**src/rtl/r5p_soc_dma_pkg.sv**
```systemverilog
// ---------------------------------------------------------------------------
// r5p_soc_dma_pkg
// Shared types and constants for the r5p_soc_dma_copy word-copy engine.
//   dma_state_e : engine FSM states (IDLE, RD, DAT, WR, DONE)
//   DMA_AW/DW/LW: default address, data and word-count widths
//   DMA_STRIDE  : byte distance between consecutive words at DMA_DW
// ---------------------------------------------------------------------------
package r5p_soc_dma_pkg;

  typedef enum logic [2:0] {
    ST_IDLE = 3'd0,
    ST_RD   = 3'd1,
    ST_DAT  = 3'd2,
    ST_WR   = 3'd3,
    ST_DONE = 3'd4
  } dma_state_e;

  localparam int unsigned DMA_AW     = 32;
  localparam int unsigned DMA_DW     = 32;
  localparam int unsigned DMA_LW     = 16;
  localparam int unsigned DMA_STRIDE = DMA_DW / 8;

endpackage : r5p_soc_dma_pkg

```
**src/rtl/r5p_bus_if.sv**
```systemverilog
// ---------------------------------------------------------------------------
// r5p_bus_if
// Simple valid/ready SoC bus shared by managers (CPU, DMA) and subordinates
// (GPIO, UART, memories).
//   vld/rdy : transfer request and acceptance; a transfer happens on vld&rdy
//   wen     : 1 = write, 0 = read
//   adr     : byte address (AW bits)
//   ben     : byte enables (DW/8 bits)
//   wdt     : write data, valid with a write request
//   rdt     : read data, valid in the cycle after the read handshake
// ---------------------------------------------------------------------------
interface r5p_bus_if #(
  parameter int unsigned AW = 32,
  parameter int unsigned DW = 32
) ();

  logic            vld;
  logic            rdy;
  logic            wen;
  logic [AW-1:0]   adr;
  logic [DW/8-1:0] ben;
  logic [DW-1:0]   wdt;
  logic [DW-1:0]   rdt;

  modport man (
    output vld, wen, adr, ben, wdt,
    input  rdy, rdt
  );

  modport sub (
    input  vld, wen, adr, ben, wdt,
    output rdy, rdt
  );

endinterface : r5p_bus_if

```
**src/rtl/r5p_soc_dma_copy.sv**
```systemverilog
// ---------------------------------------------------------------------------
// r5p_soc_dma_copy
// Word-copy engine acting as a manager on r5p_bus_if. A start pulse latches
// source, destination and word count; the engine then issues alternating
// read and write transfers (RD -> DAT -> WR per word) until the count is
// exhausted, and pulses done for one cycle.
//
// Ports:
//   clk    : system clock (same as the bus)
//   rst    : synchronous, active-high reset
//   start  : one-cycle request, only honoured in IDLE
//   src    : source byte address (word aligned)
//   dst    : destination byte address (word aligned)
//   len    : number of words to move (0 = no transfer, just done)
//   fill   : fill-mode select (only active with R5P_SOC_DMA_FILL_EN)
//   pat    : fill pattern       (only active with R5P_SOC_DMA_FILL_EN)
//   busy   : high from the cycle after an accepted start through done
//   done   : one-cycle completion pulse
//   bus    : r5p_bus_if manager port
//
// Build option R5P_SOC_DMA_FILL_EN: when defined, fill=1 skips the read
// phase and writes pat to every destination word (one cycle per word with
// rdy high). When undefined, fill/pat are ignored and every job is a copy.
// ---------------------------------------------------------------------------
module r5p_soc_dma_copy
  import r5p_soc_dma_pkg::*;
#(
  parameter int unsigned AW = DMA_AW,
  parameter int unsigned DW = DMA_DW,
  parameter int unsigned LW = DMA_LW
) (
  input  logic          clk,
  input  logic          rst,
  input  logic          start,
  input  logic [AW-1:0] src,
  input  logic [AW-1:0] dst,
  input  logic [LW-1:0] len,
  input  logic          fill,
  input  logic [DW-1:0] pat,
  output logic          busy,
  output logic          done,
  r5p_bus_if.man        bus
);

  // Package stride is defined for DMA_DW; scale it to this instance's width.
  localparam logic [AW-1:0] STRIDE  = AW'(DMA_STRIDE * DW / DMA_DW);
  localparam logic [LW-1:0] CNT_ONE = LW'(1);
  localparam int unsigned   BW      = DW / 8;

  dma_state_e      state_q, state_d;
  logic [AW-1:0]   src_q,   src_d;
  logic [AW-1:0]   dst_q,   dst_d;
  logic [LW-1:0]   cnt_q,   cnt_d;
  logic [DW-1:0]   data_q,  data_d;
  logic            fill_q,  fill_d;
  logic [DW-1:0]   pat_q,   pat_d;

  logic            vld_q,   vld_d;
  logic            wen_q,   wen_d;
  logic [AW-1:0]   adr_q,   adr_d;
  logic [BW-1:0]   ben_q,   ben_d;
  logic [DW-1:0]   wdt_q,   wdt_d;
  logic            busy_q,  busy_d;
  logic            done_q,  done_d;

  logic            fill_in_s;
  logic [DW-1:0]   pat_in_s;

`ifdef R5P_SOC_DMA_FILL_EN
  assign fill_in_s = fill;
  assign pat_in_s  = pat;
`else
  // Fill inputs exist for port compatibility only; fold them away.
  logic unused_fill_s;
  assign fill_in_s     = 1'b0;
  assign pat_in_s      = {DW{1'b0}};
  assign unused_fill_s = ^{fill, pat};
`endif

  // Next-state, job registers, then registered bus outputs decoded from the
  // next state so they line up with the state they belong to.
  always_comb begin
    state_d = state_q;
    src_d   = src_q;
    dst_d   = dst_q;
    cnt_d   = cnt_q;
    data_d  = data_q;
    fill_d  = fill_q;
    pat_d   = pat_q;
    vld_d   = 1'b0;
    wen_d   = wen_q;
    adr_d   = adr_q;
    ben_d   = ben_q;
    wdt_d   = wdt_q;
    busy_d  = 1'b0;
    done_d  = 1'b0;

    case (state_q)
      ST_IDLE: begin
        if (start) begin
          src_d  = src;
          dst_d  = dst;
          cnt_d  = len;
          fill_d = fill_in_s;
          pat_d  = pat_in_s;
          if (len == {LW{1'b0}}) begin
            state_d = ST_DONE;
          end else if (fill_in_s) begin
            state_d = ST_WR;
          end else begin
            state_d = ST_RD;
          end
        end else begin
          state_d = ST_IDLE;
        end
      end
      ST_RD: begin
        // vld is held high in RD, so rdy alone completes the handshake.
        if (bus.rdy) begin
          state_d = ST_DAT;
        end else begin
          state_d = ST_RD;
        end
      end
      ST_DAT: begin
        // Subordinate presents read data one cycle after the handshake.
        data_d  = bus.rdt;
        state_d = ST_WR;
      end
      ST_WR: begin
        if (bus.rdy) begin
          src_d = src_q + STRIDE;
          dst_d = dst_q + STRIDE;
          cnt_d = cnt_q - CNT_ONE;
          if (cnt_q == CNT_ONE) begin
            state_d = ST_DONE;
          end else if (fill_q) begin
            state_d = ST_WR;
          end else begin
            state_d = ST_RD;
          end
        end else begin
          state_d = ST_WR;
        end
      end
      ST_DONE: begin
        state_d = ST_IDLE;
      end
      default: begin
        state_d = ST_IDLE;
      end
    endcase

    case (state_d)
      ST_RD: begin
        vld_d  = 1'b1;
        wen_d  = 1'b0;
        adr_d  = src_d;
        ben_d  = {BW{1'b1}};
        busy_d = 1'b1;
      end
      ST_WR: begin
        vld_d  = 1'b1;
        wen_d  = 1'b1;
        adr_d  = dst_d;
        ben_d  = {BW{1'b1}};
        busy_d = 1'b1;
        if (fill_d) begin
          wdt_d = pat_d;
        end else begin
          wdt_d = data_d;
        end
      end
      ST_DAT: begin
        busy_d = 1'b1;
      end
      ST_DONE: begin
        busy_d = 1'b1;
        done_d = 1'b1;
      end
      ST_IDLE: begin
        busy_d = 1'b0;
      end
      default: begin
        busy_d = 1'b0;
      end
    endcase
  end

  // State, job registers and registered outputs with synchronous reset.
  always_ff @(posedge clk) begin
    if (rst) begin
      state_q <= ST_IDLE;
      src_q   <= {AW{1'b0}};
      dst_q   <= {AW{1'b0}};
      cnt_q   <= {LW{1'b0}};
      data_q  <= {DW{1'b0}};
      fill_q  <= 1'b0;
      pat_q   <= {DW{1'b0}};
      vld_q   <= 1'b0;
      wen_q   <= 1'b0;
      adr_q   <= {AW{1'b0}};
      ben_q   <= {BW{1'b0}};
      wdt_q   <= {DW{1'b0}};
      busy_q  <= 1'b0;
      done_q  <= 1'b0;
    end else begin
      state_q <= state_d;
      src_q   <= src_d;
      dst_q   <= dst_d;
      cnt_q   <= cnt_d;
      data_q  <= data_d;
      fill_q  <= fill_d;
      pat_q   <= pat_d;
      vld_q   <= vld_d;
      wen_q   <= wen_d;
      adr_q   <= adr_d;
      ben_q   <= ben_d;
      wdt_q   <= wdt_d;
      busy_q  <= busy_d;
      done_q  <= done_d;
    end
  end

  assign bus.vld = vld_q;
  assign bus.wen = wen_q;
  assign bus.adr = adr_q;
  assign bus.ben = ben_q;
  assign bus.wdt = wdt_q;
  assign busy    = busy_q;
  assign done    = done_q;

endmodule : r5p_soc_dma_copy
```
**src/flat_wrapper.sv**
```systemverilog
// flat-port wrapper written by rule: the top's interface ports become plain ports
module r5p_soc_dma_copy_flat import r5p_soc_dma_pkg::*;
#(
  parameter int unsigned AW = DMA_AW,
  parameter int unsigned DW = DMA_DW,
  parameter int unsigned LW = DMA_LW
)
  (clk, rst, start, src, dst, len, fill, pat, busy, done, bus_vld, bus_wen, bus_adr, bus_ben, bus_wdt, bus_rdy, bus_rdt);
  r5p_bus_if #(.AW(AW), .DW(DW)) bus_i ();
  input  logic clk;
  input  logic rst;
  input  logic start;
  input  logic [AW-1:0] src;
  input  logic [AW-1:0] dst;
  input  logic [LW-1:0] len;
  input  logic fill;
  input  logic [DW-1:0] pat;
  output logic busy;
  output logic done;
  output wire logic [$bits(bus_i.vld)-1:0] bus_vld;
  output wire logic [$bits(bus_i.wen)-1:0] bus_wen;
  output wire logic [$bits(bus_i.adr)-1:0] bus_adr;
  output wire logic [$bits(bus_i.ben)-1:0] bus_ben;
  output wire logic [$bits(bus_i.wdt)-1:0] bus_wdt;
  input wire logic [$bits(bus_i.rdy)-1:0] bus_rdy;
  input wire logic [$bits(bus_i.rdt)-1:0] bus_rdt;
  assign bus_vld = bus_i.vld;
  assign bus_wen = bus_i.wen;
  assign bus_adr = bus_i.adr;
  assign bus_ben = bus_i.ben;
  assign bus_wdt = bus_i.wdt;
  assign bus_i.rdy = bus_rdy;
  assign bus_i.rdt = bus_rdt;
  r5p_soc_dma_copy #(.AW(AW), .DW(DW), .LW(LW)) u_core (.clk(clk), .rst(rst), .start(start), .src(src), .dst(dst), .len(len), .fill(fill), .pat(pat), .busy(busy), .done(done), .bus(bus_i));
endmodule
```
**config.mk**
```make
export PLATFORM = sky130hd
export DESIGN_NAME = r5p_soc_dma_copy_flat
export DESIGN_NICKNAME = d
export VERILOG_FILES = /design/src/rtl/r5p_soc_dma_pkg.sv /design/src/rtl/r5p_bus_if.sv /design/src/rtl/r5p_soc_dma_copy.sv /design/src/flat_wrapper.sv
export SDC_FILE = /design/constraint.sdc
export NUM_CORES = 1
export LEC_CHECK = 0
export BUFFER_PORTS_ARGS = -buffer_cell sky130_fd_sc_hd__buf_2
export CAP_MARGIN = 20
export CORE_MARGIN = 2
export CORE_UTILIZATION = 45
export CTS_CLUSTER_SIZE = 28
export DETAILED_ROUTE_END_ITERATION = 8
export PLACE_DENSITY = 0.68
export SYNTH_ARGS = -nofsm -noshare
export SYNTH_HDL_FRONTEND = slang
export SYNTH_SLANG_ARGS = --single-unit
```
**constraint.sdc**
```tcl
create_clock -name clk -period 4.2 [get_ports clk]
set_input_delay 0.21 -clock clk [delete_from_list [all_inputs] [get_ports clk]]
set_output_delay 0.21 -clock clk [all_outputs]
set_load 0.05 [all_outputs]
```
==> results by group <==
Global routing
  • Total Routing Usage GR: 25.3%
  • Number of global-route vias before repair: 9,439
  • Global-route wire length before repair: 49.1 mm
  • Initial antenna violation count: 3
  • Largest net degree at the start of global routing: 64
  • Remaining Overflow, GRT: 0

Timing
  • Final Hold Viols: 0
  • Fin Setup TNS: 0 ns
  • Final setup skew: 0.0170 ns
  • RSZ-0062 raised after global routing: no
  • Fmax: 318 MHz
  • Slew Viols, Final: 0
  • Final setup viols: 0
  • Min Clock Period, post-route: 3.14 ns
  • Final period utilization: 74.8%
  • Worst slew pin tran: 1.08 ns
  • Slew HR: 27.6%

Final layout
  • Final net count: 1,532
  • # fillers: 2,035
  • Area of the multi-input gates: 5190 sq um
  • Final core utilization: 56.6%
  • Area delta synth->final: 24.1%
  • Register area: 4340 sq um
  • Share of cells above drive strength 1: 19.5%
  • Layout Cells excl Fill: 1,679

Pwr
  • Worst vdd ir: 0.000332 V
  • Internal Power: 0.00378 W
  • Pleak: 5.05 nW
  • Clock power share: 39.3%
  • Flop pwr share: 42.6%
  • Switch Pwr: 0.00164 W
  • PwrDens: 441 nW/um^2
  • Total power: 0.00542 W
  • Sw frac: 30.3%
  • Comb pwr share: 18.0%

Worst hold path
  • Worst min path class: primary input to register
  • Hold path cells: 3
  • Hold EP: u_core.src_q[3]
  • Hold_sp: src[3]

Floorplan
  • Starting Density: 45.6%
  • Top-Level Pins: 221
  • Die height: 152 um
  • Number of core rows: 54
  • Die span in x: 152 um
  • Die Area: 23,200 sq um
  • Placeable core area: 21,800 sq um

Synthesis
  • Mean Syn Cell Area: 8.32 sq um
  • Yosys cell types: 69
  • EDFF count, synth: 0
  • Seq cells post-synth: 217
  • Syn Std Cell Area: 9920 sq um
  • Yosys top cell by area: dfxtp_1
  • Post-synthesis async set-or-reset flop share: 0%
  • Synth top area share: 43.8%
  • Register area share after synthesis: 43.8%
  • Yosys Warn Count: 0
  • Post-Syn Nets: 1,345
  • Top cells by area, synth: dfxtp_1 (44%), nand2_1 (6.2%), nor2_1 (4.4%)
  • Most frequent cell after synthesis: dfxtp_1
  • Most used DFF post-synth: dfxtp_1
  • Synth cell count leaders: dfxtp_1 (217), nand2_1 (165), nor2_1 (115), a21oi_1 (82), clkbuf_1 (65)
  • Synth Instances: 1,192

Detailed routing
  • Vias: 9,871
  • Routed WL: 30.7 mm
  • Final ANT Viol Nets: 0
  • Residual DRC count: 0
  • Initial DRC Count: 729
  • Drt via density: 5.88
  • Wire per inst: 18.3 um
  • DRT Pass-1 Iters: 5

Worst setup path
  • R2R cell count: 6
  • Max Fanout on Critical Path: 22
  • Crit Reg-Reg Endpoint: u_core.bus.adr[15]
  • R2R Setup Slk: 1.06 ns
  • Critical path launch point type: register
  • CP required: 4.60 ns
  • Setup crit start: u_core.state_q[0]
  • Reg2reg start: u_core.state_q[0]
  • Crit. End Element: register
  • WP data arrival: 3.55 ns
  • Critical path type: register to register

CTS
  • Root Driver: clkbuf_16
  • Setup Fix Bufs, Post-CTS: 0
  • Post_cts resized: 0
  • H-tree Lvls: 1
  • Hold buffer count at cts: 48
  • CTS max path bufs: 3
  • Num Clock Sinks: 217
  • Total CTS buffers: 24
  • CTS tree: built
  • Skew-Pair Late Insertion Delay: 0.53 ns
  • CTS clk-pin slew, worst paths: 0.06 ns

Placement
  • Dpl hpwl: 20.5 mm
  • Placed cell count: 1,585
  • I/O Buffers: 187
  • Placer Congestion: 0.866

Run
  • Max_cap viols: 0

Outcome
  • Outcome: finished, final reports clean
-- cell usage in the layout (no fill, tap or decap), drive strengths merged, types with 7 or more instances in the layout --
cell type,instances
clkbuf,34
dlygate4sd3,48
a21oi,82
xor2,7
and4,7
a221o,14
inv,9
nor2,115
or3,8
nand4,25
and3,46
buf,206
o311ai,7
a31oi,20
nand3,36
nor3,34
a22o,11
a221oi,9
clkinv,9
or4,17
mux2i,36
dfxtp,217
o211ai,46
a22oi,24
and2,9
nand2,166
nor4,20
o21ai,44
-- worst max path at each step --
| stage | cells after the start | to |
|---|---|---|
| 4_1_cts | 6 | u_core.bus.adr[15] |
| 6_report | 6 | u_core.bus.adr[15] |
| 3_5_place_dp | 6 | u_core.bus.adr[15] |
| 2_1_floorplan | 7 | u_core.bus.adr[10] |
| 5_1_grt | 7 | u_core.bus.adr[21] |
| 3_3_place_gp | 6 | u_core.bus.adr[15] |
-- layer usage --
metal  vias up  GRT usage, %  wire, um  part of all wire (%)
met2       382          42.4     14200                    46
met1      4656          32.4     13400                    44
met5         -             0         0                     0
met4         0          8.38       912                   3.0
li1       4783             -         -                     -
met3        50          5.55      2280                   7.4
-- logic make-up after synthesis --
logic type | count (synthesis) | share of synthesized area [%]
DFF | 217 | 43.8
AOI/OAI and AO/OA | 314 | 21.9
xor gates and xnor gates | 13 | 1.15
and+or+nand+nor | 504 | 24.6
adders and majority gates | 4 | 0.505
buffers and inverters | 103 | 4.26
muxes | 37 | 3.75
-- critical path: stages, from the launching register on --
cell     delay, ns
dfxtp_1       0.89
and3b_2       0.66
nand3_1       0.34
or3_1         0.44
and3_1        0.19
o21a_1        0.18
a221o_1       0.32
-- sequential cells by signal (all words and copies together), names as in the netlist, 3 cells and up --
name / count
u_core.pat_q: 32
u_core.bus.adr: 32
u_core.cnt_q: 16
u_core.src_q: 32
u_core.bus.wdt: 32
u_core.state_q: 3
u_core.dst_q: 32
u_core.data_q: 32
-- area by class of cell --
cell class | count | area share [%]
multi-input combinational | 872 | 42.2
timing repair buffer | 254 | 12.7
tap | 280 | 2.85
sequential | 217 | 35.3
inverter | 10 | 0.305
clock buffer | 34 | 5.92
clock inverter | 9 | 0.692
antenna | 3 | 0.0610
-- metrics by stage --
step / area, sq um / hold slack (ns) / setup WS, ns
2_1_floorplan: 9920 / 0.359 / 1.85
3_3_place_gp: 11000 / 0.426 / 1.17
3_5_place_dp: 11000 / 0.430 / 1.14
4_1_cts: 12300 / 0.00304 / 1.10
5_1_grt: 12300 / 0.0186 / 0.862
6_report: 12300 / 0.0154 / 1.06
-- power groups by stage --
stage	Combinational [W]	Clock (W)	Sequential [W]
floorplan	0.000532	0	0.00246
global placement	0.000929	0	0.00235
detailed placement	0.000937	0	0.00235
CTS	0.000975	0.00216	0.00231
global route	0.00106	0.00224	0.00233
finish	0.000978	0.00213	0.00231
Note: power is estimated with default switching activity, not from simulation.
